--- src/rtl/ads1284_pkg.sv ---
// rtl/ads1284_pkg.sv - shared state, error-bit and width definitions for the ADS1284 sample reader
package ads1284_pkg;

  typedef enum logic [2:0] {
    IDLE,
    SETUP,
    SHIFT,
    HOLD,
    PUSH
  } reader_state_t;

  localparam int ERR_OVF          = 0;
  localparam int ERR_MISS         = 1;
  localparam int DEFAULT_SAMPLE_W = 32;
  localparam int TS_W             = 32;

endpackage

--- src/rtl/sync_fifo_fwft.sv ---
// rtl/sync_fifo_fwft.sv - first-word-fall-through FIFO, head word visible while valid
module sync_fifo_fwft #(
  parameter int WIDTH = 32,
  parameter int DEPTH = 16
) (
  input  logic                     clk,
  input  logic                     rst,
  input  logic                     wr_en,
  input  logic [WIDTH-1:0]         wr_data,
  input  logic                     rd_en,
  output logic [WIDTH-1:0]         rd_data,
  output logic                     valid,
  output logic                     full,
  output logic [$clog2(DEPTH):0]   level
);

  localparam int AW = $clog2(DEPTH);
  localparam logic [AW:0] FULL_LVL = (AW+1)'(DEPTH);

  logic [WIDTH-1:0] mem [DEPTH];
  logic [AW:0]      wr_cnt;
  logic [AW:0]      rd_cnt;
  logic             do_rd;
  logic             do_wr;

  // Counters carry one extra wrap bit so full and empty stay distinguishable.
  assign level   = wr_cnt - rd_cnt;
  assign valid   = (level != '0);
  assign full    = (level == FULL_LVL);
  assign do_rd   = rd_en & valid;
  assign do_wr   = wr_en & (~full | do_rd);
  assign rd_data = mem[rd_cnt[AW-1:0]];

  always_ff @(posedge clk) begin
    if (do_wr) begin
      mem[wr_cnt[AW-1:0]] <= wr_data;
    end
  end

  always_ff @(posedge clk) begin
    if (rst) begin
      wr_cnt <= '0;
      rd_cnt <= '0;
    end else begin
      if (do_wr) wr_cnt <= wr_cnt + 1'b1;
      if (do_rd) rd_cnt <= rd_cnt + 1'b1;
    end
  end

endmodule

--- src/rtl/ads1284_sample_reader.sv ---
// rtl/ads1284_sample_reader.sv - per-drdy SPI read of one ADS1284 word into a FWFT sample FIFO
// Optional ADS_READER_TIMESTAMP_EN stores a free-running cycle stamp with each word (port sample_ts).
module ads1284_sample_reader
  import ads1284_pkg::*;
#(
  parameter int CLK_DIV    = 4,
  parameter int CS_SETUP   = 2,
  parameter int SAMPLE_W   = DEFAULT_SAMPLE_W,
  parameter int FIFO_DEPTH = 16
) (
  input  logic                          clk,
  input  logic                          rst,
  input  logic                          enable,
  input  logic                          drdy_fall,
  output logic                          adc_cs_n,
  output logic                          adc_sclk,
  input  logic                          adc_dout,
  output logic [SAMPLE_W-1:0]           sample_data,
`ifdef ADS_READER_TIMESTAMP_EN
  output logic [TS_W-1:0]               sample_ts,
`endif
  output logic                          sample_valid,
  input  logic                          sample_ready,
  output logic [$clog2(FIFO_DEPTH):0]   fifo_level,
  output logic [1:0]                    err_sticky,
  input  logic                          err_clr,
  output logic                          busy
);

  localparam int DIV_W   = $clog2(2*CLK_DIV);
  localparam int SETUP_W = $clog2(CS_SETUP+1);
  localparam int BIT_W   = $clog2(SAMPLE_W);
  localparam logic [DIV_W-1:0]   DIV_LAST   = DIV_W'(2*CLK_DIV-1);
  localparam logic [DIV_W-1:0]   HIGH_LAST  = DIV_W'(CLK_DIV-1);
  localparam logic [SETUP_W-1:0] SETUP_LAST = SETUP_W'(CS_SETUP-1);
  localparam logic [BIT_W-1:0]   BIT_LAST   = BIT_W'(SAMPLE_W-1);
`ifdef ADS_READER_TIMESTAMP_EN
  localparam int FIFO_W = SAMPLE_W + TS_W;
`else
  localparam int FIFO_W = SAMPLE_W;
`endif

  reader_state_t         state;
  logic [SETUP_W-1:0]    setup_cnt;
  logic [DIV_W-1:0]      div_cnt;
  logic [BIT_W-1:0]      bit_cnt;
  logic [SAMPLE_W-1:0]   shreg;
  logic                  push;
  logic                  fifo_full;
  logic                  ovf_set;
  logic                  miss_set;
  logic                  accept;
  logic [FIFO_W-1:0]     fifo_wr_data;
  logic [FIFO_W-1:0]     fifo_rd_data;

  assign accept   = (state == IDLE) & drdy_fall & enable;
  assign push     = (state == PUSH);
  assign ovf_set  = push & fifo_full & ~sample_ready;
  assign miss_set = drdy_fall & enable & busy;

  // Outputs are registered, so cs_n rises one cycle after HOLD is entered.
  always_ff @(posedge clk) begin
    if (rst) begin
      state     <= IDLE;
      adc_cs_n  <= 1'b1;
      adc_sclk  <= 1'b0;
      busy      <= 1'b0;
      setup_cnt <= '0;
      div_cnt   <= '0;
      bit_cnt   <= '0;
      shreg     <= '0;
    end else begin
      case (state)
        IDLE: begin
          if (accept) begin
            state     <= SETUP;
            adc_cs_n  <= 1'b0;
            busy      <= 1'b1;
            setup_cnt <= '0;
          end
        end
        SETUP: begin
          if (setup_cnt == SETUP_LAST) begin
            state    <= SHIFT;
            adc_sclk <= 1'b1;
            div_cnt  <= '0;
            bit_cnt  <= BIT_LAST;
            shreg    <= {shreg[SAMPLE_W-2:0], adc_dout};
          end else begin
            setup_cnt <= setup_cnt + 1'b1;
          end
        end
        SHIFT: begin
          if (div_cnt == DIV_LAST) begin
            if (bit_cnt == '0) begin
              state <= HOLD;
            end else begin
              bit_cnt  <= bit_cnt - 1'b1;
              div_cnt  <= '0;
              adc_sclk <= 1'b1;
              shreg    <= {shreg[SAMPLE_W-2:0], adc_dout};
            end
          end else begin
            div_cnt <= div_cnt + 1'b1;
            if (div_cnt == HIGH_LAST) adc_sclk <= 1'b0;
          end
        end
        HOLD: begin
          adc_cs_n <= 1'b1;
          state    <= PUSH;
        end
        PUSH: begin
          busy  <= 1'b0;
          state <= IDLE;
        end
        default: state <= IDLE;
      endcase
    end
  end

  // A new error in the same cycle as err_clr keeps the bit set.
  always_ff @(posedge clk) begin
    if (rst) begin
      err_sticky <= '0;
    end else begin
      err_sticky[ERR_OVF]  <= ovf_set  | (err_sticky[ERR_OVF]  & ~err_clr);
      err_sticky[ERR_MISS] <= miss_set | (err_sticky[ERR_MISS] & ~err_clr);
    end
  end

`ifdef ADS_READER_TIMESTAMP_EN
  logic [TS_W-1:0] ts_cnt;
  logic [TS_W-1:0] ts_lat;

  always_ff @(posedge clk) begin
    if (rst) begin
      ts_cnt <= '0;
      ts_lat <= '0;
    end else begin
      ts_cnt <= ts_cnt + 1'b1;
      if (accept) ts_lat <= ts_cnt;
    end
  end

  assign fifo_wr_data = {ts_lat, shreg};
  assign sample_ts    = fifo_rd_data[FIFO_W-1:SAMPLE_W];
`else
  assign fifo_wr_data = shreg;
`endif
  assign sample_data  = fifo_rd_data[SAMPLE_W-1:0];

  sync_fifo_fwft #(
    .WIDTH (FIFO_W),
    .DEPTH (FIFO_DEPTH)
  ) u_fifo (
    .clk     (clk),
    .rst     (rst),
    .wr_en   (push),
    .wr_data (fifo_wr_data),
    .rd_en   (sample_ready),
    .rd_data (fifo_rd_data),
    .valid   (sample_valid),
    .full    (fifo_full),
    .level   (fifo_level)
  );

endmodule
--- config.mk ---
export PLATFORM = sky130hd
export DESIGN_NAME = ads1284_sample_reader
export DESIGN_NICKNAME = d
export VERILOG_FILES = /design/src/rtl/ads1284_pkg.sv /design/src/rtl/sync_fifo_fwft.sv /design/src/rtl/ads1284_sample_reader.sv
export SDC_FILE = /design/constraint.sdc
export NUM_CORES = 1
export LEC_CHECK = 0
export BUFFER_PORTS_ARGS = -buffer_cell sky130_fd_sc_hd__buf_2
export CAP_MARGIN = 25
export CORE_AREA = 2 2 303 305
export CTS_CLUSTER_DIAMETER = 100
export CTS_CLUSTER_SIZE = 20
export DETAILED_ROUTE_END_ITERATION = 10
export DIE_AREA = 0 0 305 307
export GPL_ROUTABILITY_DRIVEN = 0
export PLACE_DENSITY = 0.39
export SYNTH_ARGS = -nofsm -noshare
export SYNTH_HDL_FRONTEND = slang
export SYNTH_SLANG_ARGS = --single-unit
--- constraint.sdc ---
create_clock -name clk -period 3.65 [get_ports clk]
set_input_delay 0.1825 -clock clk [delete_from_list [all_inputs] [get_ports clk]]
set_output_delay 0.1825 -clock clk [all_outputs]
set_load 0.05 [all_outputs]
=== Word-level counts from Yosys, hierarchy flattened ===
Memories as Yosys holds them, arrays and structs flattened. A register that Yosys moved wholly into a read port is not among the register bits.
Index checks and enable logic that the tools add are counted.

* Reduce and logical (&&, ||, !) cells: 14
* $add $sub $neg: 6
* Multiplexer cells: 33
* Equality and inequality tests: 16
* Bitwise logic cells: 16

{| class="wikitable"
|+ Operator list
! operator !! count
|-
| $mux W32 || 3
|-
| $pmux W32 S2 || 1
|-
| $mux W3 || 7
|-
| $mux W5 || 3
|-
| $ne A2 B2 Y1 const B || 6
|-
| $pmux W3 S4 || 1
|-
| $reduce_and A4 Y1 || 3
|-
| $add A5 B1 Y5 const B || 2
|-
| $and A1 B1 Y1 || 10
|-
| $pmux W5 S2 || 1
|-
| $eq A3 B2 Y1 const B || 3
|-
| $mux W1 || 8
|-
| $mux W4 || 2
|-
| $reduce_bool A2 Y1 || 4
|-
| $eq A3 B3 Y1 const B || 2
|-
| $ne A3 B3 Y1 const B || 2
|-
| $pmux W1 S2 || 3
|-
| $pmux W3 S2 || 1
|-
| $reduce_and A3 Y1 || 2
|-
| $eq A5 B5 Y1 const B || 1
|-
| $logic_not A5 Y1 || 1
|-
| $reduce_bool A5 Y1 || 1
|-
| $sub A5 B1 Y5 const B || 1
|-
| $sub A5 B5 Y5 || 1
|-
| 10 further kinds || 16
|}

* Memory bits (writable): 512
* Output and inout port bits: 43
* Register bits: 60
* Bits of input ports: 7
* Memories: 1

{| class="wikitable"
|+ Memory list
! name !! words !! bits a word !! read ports !! clocked after Yosys merged registers in !! wr ports !! RTL line !! source
|-
| u_fifo.mem || 16 || 32 || 1 || 1 || 1 || sync_fifo_fwft.sv:20 || <nowiki>logic [WIDTH-1:0] mem [DEPTH];</nowiki>
|}

=== Depth between registers and ports, before layout ===
Gate-level depths: netlist of the first run.

* Word-level depth: 7
* Gate-level depth with buffers: 10
* Mapped depth without buffers: 9

=== Modules after synthesis ===
Synthesis of the first run repeated with hierarchy kept, for this count alone.

* Cells, all modules: 1028
* Area, all modules: 22203.8 µm²

{| class="wikitable"
|+ By module, submodules not included
! module !! instances !! area an instance (µm²) !! cells each
|-
| sync_fifo_fwft || 1 || 20090.5 || 819
|-
| ads1284_sample_reader || 1 || 2113.3 || 209
|}

=== Least setup slack after synthesis of the first run ===
Ideal clock, no wire load.

* Path type: reg-to-reg
* Start: register u_fifo.wr_cnt[0]
* End: register u_fifo.wr_cnt[4]
* Path buffers: 0
* Slack: -603 ps
* Arrival time: 4130 ps
* Setup time: 123 ps
* Stages on the path, launching flop included: 10
* Cells stage by stage: dfxtp_1 > inv_1 > ha_1 > inv_1 > fa_1 > xor2_2 > a211o_1 > o31ai_4 > a21oi_1 > mux2_2

* Word-level cells in the longest chain between the ends: 5
* Elaborated cells on any way between the ends: 8
* Those cells by class: add/sub (2); eq/ne (1); bitwise (4); reduce/logical (1)

{| class="wikitable"
|+ RTL lines
! item !! RTL line !! source
|-
| from (decl) || sync_fifo_fwft.sv:21 || <nowiki>logic [AW:0] wr_cnt;</nowiki>
|-
| from (signal assigned) || sync_fifo_fwft.sv:45 || <nowiki>if (do_wr) wr_cnt <= wr_cnt + 1'b1;</nowiki>
|-
| $sub A5 B5 Y5 * || sync_fifo_fwft.sv:27 || <nowiki>assign level = wr_cnt - rd_cnt;</nowiki>
|-
| via fifo_level[2] || ads1284_sample_reader.sv:24 || <nowiki>output logic [$clog2(FIFO_DEPTH):0] fifo_level,</nowiki>
|-
| $reduce_bool A5 Y1 or $eq A5 B5 Y1 (tied branches) || sync_fifo_fwft.sv:28, sync_fifo_fwft.sv:29 ||
|-
| $and A1 B1 Y1 or $not A1 Y1 (tied branches) || sync_fifo_fwft.sv:30, sync_fifo_fwft.sv:31 ||
|-
| $or A1 B1 Y1 * || sync_fifo_fwft.sv:31 || <nowiki>assign do_wr = wr_en & (~full | do_rd);</nowiki>
|-
| $and A1 B1 Y1 * || sync_fifo_fwft.sv:31 ||
|}

Mark *: on every way through the listed nets, which the timed path passes. The rest lies on a longest branch.
A chain may end at the register's enable or synchronous reset.

=== Final worst setup path of the first run ===
* Start: register u_fifo.wr_cnt[0]
* End: memory u_fifo.mem[2][26], enable pin

* Word-level cells in the longest chain between the ends: 7
* Elaborated cells on any way between the ends: 9
* Those cells by class: add/sub (1); eq/ne (1); mux (2); bitwise (4); reduce/logical (1)

{| class="wikitable"
|+ RTL lines
! item !! RTL line !! source
|-
| $sub A5 B5 Y5 || sync_fifo_fwft.sv:27 ||
|-
| $reduce_bool A5 Y1 or $eq A5 B5 Y1 (tied branches) || sync_fifo_fwft.sv:28, sync_fifo_fwft.sv:29 ||
|-
| $and A1 B1 Y1 or $not A1 Y1 (tied branches) || sync_fifo_fwft.sv:30, sync_fifo_fwft.sv:31 ||
|-
| $or A1 B1 Y1 || sync_fifo_fwft.sv:31 ||
|-
| $and A1 B1 Y1 || sync_fifo_fwft.sv:31 ||
|-
| $mux W1 || sync_fifo_fwft.sv:35 || <nowiki>if (do_wr) begin</nowiki>
|-
| $mux W1 (not written as such) || sync_fifo_fwft.sv:36 || <nowiki>mem[wr_cnt[AW-1:0]] <= wr_data;</nowiki>
|-
| to (decl) || sync_fifo_fwft.sv:20 ||
|}

Parallel ways exist; a longest one is shown, timed or not.

==> metrics, run 1 <==
outcome finished, final reports clean; Synth Flop Type edfxtp_1; most frequent cell after synthesis edfxtp_1; Max Root-Sink Buffers 3; DR pass1 iterations 4; initial core utilization 24.7%; Peak VDD IR 0.000350 V; Post-CTS Resized 0; Lkg Pwr 7.72 nW; die height 307 um; Core Footprint 90,700 um2; TritonCTS clock tree yes; CTS Buf Count 34; first-pass GRT wire length 79,700 um; Final setup violation count 0; Global Route Usage Sum 11.7%; Cells after Synth 1,066; count of unique library cells instantiated by Yosys 54; vias in the first global route 10,800; die span in x 305 um; CP Capture Type flip-flop; clock transition at the registers of the reported paths 0.09 ns; element type at the critical path start flip-flop; CTS root buffer clkbuf_16; Slew HR 40.2%; register bit total from synthesis 576; sequential area share after synthesis 74.4%; Area contributors post-synth edfxtp_1 (69%), mux4_2 (16%), dfxtp_1 (5.7%); footprint of the multi-input gates 5430 um2; synth cell count leaders edfxtp_1 (512), mux4_2 (160), dfxtp_1 (64); skew final 0.0276 ns; drt total wl 54,200 um; share of the synthesized area in the top cell type 68.7%; RSZ-0062 raised after global routing no; Hold Path Class input port to flip-flop; Max-Cap Viols 0; CP peak stage delay 0.53 ns; drc violations 0; CP arrival 3.56 ns; post-route minimum period 3.31 ns; synthesis-to-layout area growth 14.1%; Net Count, Synth 1,089; EDFF count, synth 512; Clock Latency Late Sink 0.57 ns; initial antenna violation count 1; global route overflow 0; f_max 302 MHz; Nets 1,170; ys async rst share 0%; Post-Layout Cell Count 2,358; Cell Chain, Critical Path inv_1, ha_1, inv_1, fa_1, a21o_1, a21oi_2, mux2i_1, a21boi_2, and3_2, buf_4; Avg Inst Size Synth 21.0 um2; clk sink count 576; Worst-Margin Slew 0.895 ns; maximum number of pins on one net before global-route repair 71; Rows 111; most frequent CP cell inv_1; CP Buf/Inv Count 3; max-slew violation count 0; fillers 8,909; Placed Cells 2,291; DRT iter0 DRCs 613; via count 10,100; vias per cell 4.28; die area 93,600 um2; Port Buffers 49; Synth area leader edfxtp_1; final setup TNS 0 ns; Synth Cell Area 22,400 um2; critical path's top delay family compound AO/OA/AOI/OAI gates; Final Hold Fails 0; critical path's slowest cell a21boi_2; DP HPWL 34,000 um; critical path peak fanout 19; Setup CP Type flip-flop to flip-flop; # IOs 50; Final Cycle Share 90.6%; share of layout cells above drive strength 1 33.4%; antenna-violating nets left 0; register area 16,700 um2; post-layout util 28.2%; CTS H-tree depth 2; CP required 3.90 ns; Power Density 587 nW/um2; Avg WL per Cell 23.0 um; synth warn 0
kinds of logic after synthesis:
family,after synthesis,synth area share (%)
AO/OA/AOI/OAI,67,2.40
multiplexers,174,16.8
XOR/XNOR,7,0.307
flip-flops,576,74.4
AND/OR/NAND/NOR,158,3.65
adder cells (fa/ha/maj),16,0.928
buffers and inverters,68,1.51
cell usage in the layout, fill, tap and decap left out, types with 5 or more instances in the layout:
cell type and n:
nor3_1 8, nor2b_1 8, a21oi_2 31, mux2_2 10
clkbuf_1 22, nand2_1 45, buf_12 23, mux4_2 160
a21oi_1 16, clkbuf_16 34, nand2_2 30, and3_2 12
buf_2 48, nor2_1 24, nand2b_1 7, inv_1 15
buf_4 22, dlygate4sd3_1 5, ha_1 15, dfxtp_1 60
edfxtp_1 512
layer usage:
| metal | global-route usage (%) | vias to the layer above | share of wire [%] |
|---|---|---|---|
| met1 | 15.9 | 5435 | 46 |
| met5 | 0 | - | 0 |
| met4 | 2.53 | 0 | 1.5 |
| li1 | - | 4495 | - |
| met3 | 1.65 | 45 | 2.9 |
| met2 | 19.8 | 124 | 49 |
final cells by class:
cell class	instances	share of cell area, %
well taps	1186	5.81
flip-flops and latches	576	65.3
clock inverters	3	0.132
diodes	1	0.00980
multi-input cells	422	21.2
repair buffers	98	3.59
inverters	15	0.221
clock buffers	57	3.71
sequential cells by signal (all words and copies together) (netlist names), named ones only:
| name | cells |
|---|---|
| state | 3 |
| setup_cnt | 2 |
| u_fifo.mem | 512 |
| bit_cnt | 5 |
| u_fifo.wr_cnt | 5 |
| adc_sclk | 1 |
| u_fifo.rd_cnt | 5 |
| err_sticky | 2 |
| busy | 1 |
| fifo_wr_data | 32 |
| div_cnt | 3 |
| adc_cs_n | 1 |
worst min-delay path, cell delays in order:
cell and delay, ns:
buf_2 0.13, inv_1 0.07, a21oi_1 0.09, mux2i_1 0.14
stage by stage:
| step | hold WS, ns | area [um2] | setup slack (ns) | power (mW) |
|---|---|---|---|---|
| floorplan | 0.327 | 22400 | 0.0411 | 10.1 |
| global placement | 0.452 | 24500 | 0.386 | 11.4 |
| detailed placement | 0.455 | 24500 | 0.379 | 11.4 |
| CTS | 0.0551 | 25500 | 0.314 | 15.4 |
| global route | 0.0939 | 25500 | 0.191 | 15.7 |
| finish | 0.0829 | 25500 | 0.343 | 15.0 |
where the power goes:
group	internal [mW]	switching (mW)
registers	7.09	0.160
clock network	1.80	2.15
logic	1.62	2.16
path summary, 6_finish.rpt:
check	from	endpoint	slack, ns	depth (start not counted)
setup / recovery	u_fifo.wr_cnt[0]	u_fifo.mem[2][26]	0.34	10
hold / removal	sample_ready	flip-flop	0.08	4
setup reg to reg	u_fifo.wr_cnt[0]	u_fifo.mem[2][26]	0.34	10
hold reg to reg	div_cnt[2]	div_cnt[2]	0.48	2
what timing repair did:
action | CTS | global route
setup buffers | 0 | 0
endpoints found under the hold margin | 4 | 0
hold buffers | 5 | 0
Power figures use the tool's default switching activity.
==> run 2, diff against run 1 <==
CORE_AREA = 2 2 214 216   (was 2 2 303 305)
DIE_AREA = 0 0 216 218   (was 0 0 305 307)
PLACE_DENSITY = 0.67   (was 0.39)
SYNTH_HIERARCHICAL = 1   (was unset)
==> run 2 against run 1 <==
Against the previous run:
- wire length shrank 24%
- combinational power is 36% lower
- final cell count decreased by 27%
- critical endpoint is now u_fifo/mem[6][17]
- maximum frequency shrank 4.1%
- sequential share of layout area rose by 3.0 points
- synthesized cell count shrank 3.6%
- largest cell class unchanged
- synthesized area is 0.79% lower
- final area decreased by 4.4%
- critical path depth down 1
- core utilization increased by 26 points
==> metrics, run 2 <==
synthesis-to-layout area growth 9.90%; Cell Chain, Critical Path inv_1, ha_1, inv_1, fa_1, xor2_2, nand4b_1, a2111oi_4, nor2_2, and3_2; DP Area 23,200 um2 (-5.3%); Post-Synth Adder-Cell Area 0.879% (-0.049 points); Post-Synth XOR/XNOR Area 0.118% (-0.19 points); Synth Cell Area 22,200 um2 (-0.79%); drt total wl 41,400 um (-24%); Port Buffers 49 (unchanged); register area 16,700 um2 (unchanged); max reg flops 512 (unchanged); die area 47,100 um2 (-50%); Global Route Usage Sum 18.0% (+6.3 points); crit path from u_fifo/wr_cnt[0]; most frequent cell after synthesis edfxtp_1; Final Instance Area 24,400 um2 (-4.4%); Rows 78 (-30%); element type at the critical path start flip-flop; EDFF count, synth 512 (unchanged); Power Density 559 nW/um2 (-4.8%); Hold Path Class input port to flip-flop; Avg WL per Cell 24.2 um (+5.3%); Synth area leader edfxtp_1; first-pass GRT wire length 63,200 um (-21%); reg-to-reg startpoint u_fifo/wr_cnt[0]; Slew HR 30.8% (-9.5 points); synth warn 6 (+6); Max Root-Sink Buffers 3 (unchanged); RSZ-0062 raised after global routing no; mux share of post-synthesis cell area 17.8% (+1.0 points); die height 218 um (-29%); most frequent cells in the layout edfxtp_1 (512), mux4_2 (160), dfxtp_1 (60), buf_2 (49), clkbuf_16 (37); antenna-violating nets left 0 (unchanged); Avg Inst Size Synth 21.6 um2 (+2.9%); critical path peak fanout 32 (+13); Final Cycle Share 94.5% (+3.8 points); footprint of the multi-input gates 5260 um2 (-3.0%); skew final 0.0120 ns (-0.0156 ns); Place WS 0.175 ns (-0.204 ns); CTS H-tree depth 2 (unchanged); Net Count, Synth 1,050 (-3.6%); Synth Flop Type edfxtp_1; Synth Area in Simple Gates 2.85% (-0.80 points); CTS root buffer clkbuf_16; Cells after Synth 1,028 (-3.6%); critical path's slowest cell and3_2; vias in the first global route 10,200 (-4.9%); DR pass1 iterations 4 (unchanged); Peak VDD IR 0.000669 V (+91%); Tot Pwr 13.6 mW (-9.0%); vias per cell 5.83 (+36%); Max-Cap Viols 0 (unchanged); Worst-Margin Slew 1.04 ns (+0.143 ns); clk sink count 576 (unchanged); count of unique library cells instantiated by Yosys 57 (+5.6%); largest family of logic cells by synthesized area multiplexers; CP required 3.81 ns (-0.09 ns); share of layout cells above drive strength 1 27.1% (-6.3 points); via count 9,981 (-1.2%); post-route minimum period 3.45 ns (+0.140 ns); setup repair bufs after CTS 0 (unchanged); drc violations 0 (unchanged); initial core utilization 49.5% (+25 points); global route overflow 0 (unchanged); ys async rst share 0% (unchanged); maximum number of pins on one net before global-route repair 41 (-42%); Final Hold Fails 0 (unchanged); DRT iter0 DRCs 749 (+22%); f_max 290 MHz (-4.1%); Clock Latency Late Sink 0.54 ns (-0.03 ns); TritonCTS clock tree yes; ant diodes 0 (-1); # IOs 50 (unchanged); die span in x 216 um (-29%); max-slew violation count 0 (unchanged); sequential area share after synthesis 75.0% (+0.60 points); CP arrival 3.60 ns (+0.04 ns); CP Buf/Inv Count 2 (-1); Area contributors post-synth edfxtp_1 (69%), mux4_2 (16%), dfxtp_1 (5.8%); Post-CTS Resized 0 (unchanged); CTS Buf Count 34 (unchanged); share of the synthesized area in the top cell type 69.2% (+0.55 points); post-synthesis compound-gate area fraction 1.77% (-0.63 points); Final setup violation count 0 (unchanged); final setup TNS 0 ns (unchanged); Worst Hold Launch sample_ready; Setup CP Type flip-flop to flip-flop; Hold Slack 0.0492 ns (-0.0337 ns); synth cell count leaders edfxtp_1 (512), mux4_2 (160), dfxtp_1 (64); Core Footprint 44,900 um2 (-50%); most frequent CP cell inv_1; Lkg Pwr 7.78 nW (+0.74%); clock transition at the registers of the reported paths 0.09 ns (about the same); CP peak stage delay 0.97 ns (+0.44 ns); final setup margin 0.202 ns (-0.140 ns); Nets 1,108 (-5.3%); commonest non-fill, non-tap cell in the layout edfxtp_1; DP HPWL 23,300 um (-31%); outcome finished, final reports clean; critical path's top delay family simple AND/OR/NAND/NOR gates; initial antenna violation count 1 (unchanged); CP Capture Type flip-flop; register bit total from synthesis 576 (unchanged); fillers 3,422 (-62%)
run 2: changes by cell type after synthesis, sizes merged, moves of 4 or more:
cell / previous run / this run
a21oi: 48 / 22
inv: 15 / 19
mux2: 10 / 1
mux2i: 4 / 34
nand2: 75 / 35
nand3: 3 / 10
nand3b: 2 / 6
nor2: 25 / 9
nor2b: 8 / 4
nor3: 8 / 3
o21ai: 1 / 12
xnor2: 4 / 0
run 2: per-stage QoR:
step	cells	utilization [%]
floorplan	1028	-
global placement	1640	51.6
detailed placement	1640	51.6
CTS	1706	54.1
global route	1712	54.4
finish	1712	54.4
run 2: worst reg2reg max path: cells and delay by family, from the launching register on:
kind / cells / cell delay [ns]
buf+inv: 2 / 0.18
fa+ha+maj: 2 / 0.60
compound gates: 1 / 0.12
simple gates: 3 / 1.56
flops: 1 / 0.37
xor+xnor: 1 / 0.21
run 2: kinds of logic (layout without fill, tap and decap cells):
family	Yosys count	after routing
buf+inv	72	156
compound gates	56	56
fa+ha+maj	15	15
flops	576	576
xor+xnor	3	3
mux	195	195
simple gates	111	111
run 2: timing repair:
action / 4_1_cts / 5_1_grt
hold endpoints to repair: 3 / 0
setup endpoints to repair: 0 / 0
hold buffers: 4 / 0
run 2: final timing paths:
kind,to,slack [ns],cells past startpoint
worst min-delay path,flip-flop,0.05,3
worst max-delay path,u_fifo/mem[6][17],0.20,9
worst min register to register,err_sticky[0],0.48,2
worst max register to register,u_fifo/mem[6][17],0.20,9
run 2: area by class of cell:
cell class | instances | share of cell area (%)
Multi-Input combinational cell | 380 | 21.6
Clock inverter | 1 | 0.123
Timing Repair Buffer | 75 | 2.47
Tap cell | 600 | 3.08
Inverter | 19 | 0.292
Sequential cell | 576 | 68.3
Clock buffer | 61 | 4.16
run 2: power by group:
part | switching [mW] | internal [mW] | leakage [nW]
combinational | 1.29 | 1.14 | 1.92
clock | 2.00 | 1.97 | 0.498
sequential | 0.164 | 7.08 | 5.36
total | 3.45 | 10.2 | 7.78
run 2: metal layers:
metal  part of all wire [%]  up-vias  GRT usage, %
met2                     50      164          29.4
li1                       -     4386             -
met4                    1.7        0          4.13
met5                      0        -             0
met3                    3.3       44          2.33
met1                     45     5387          26.1
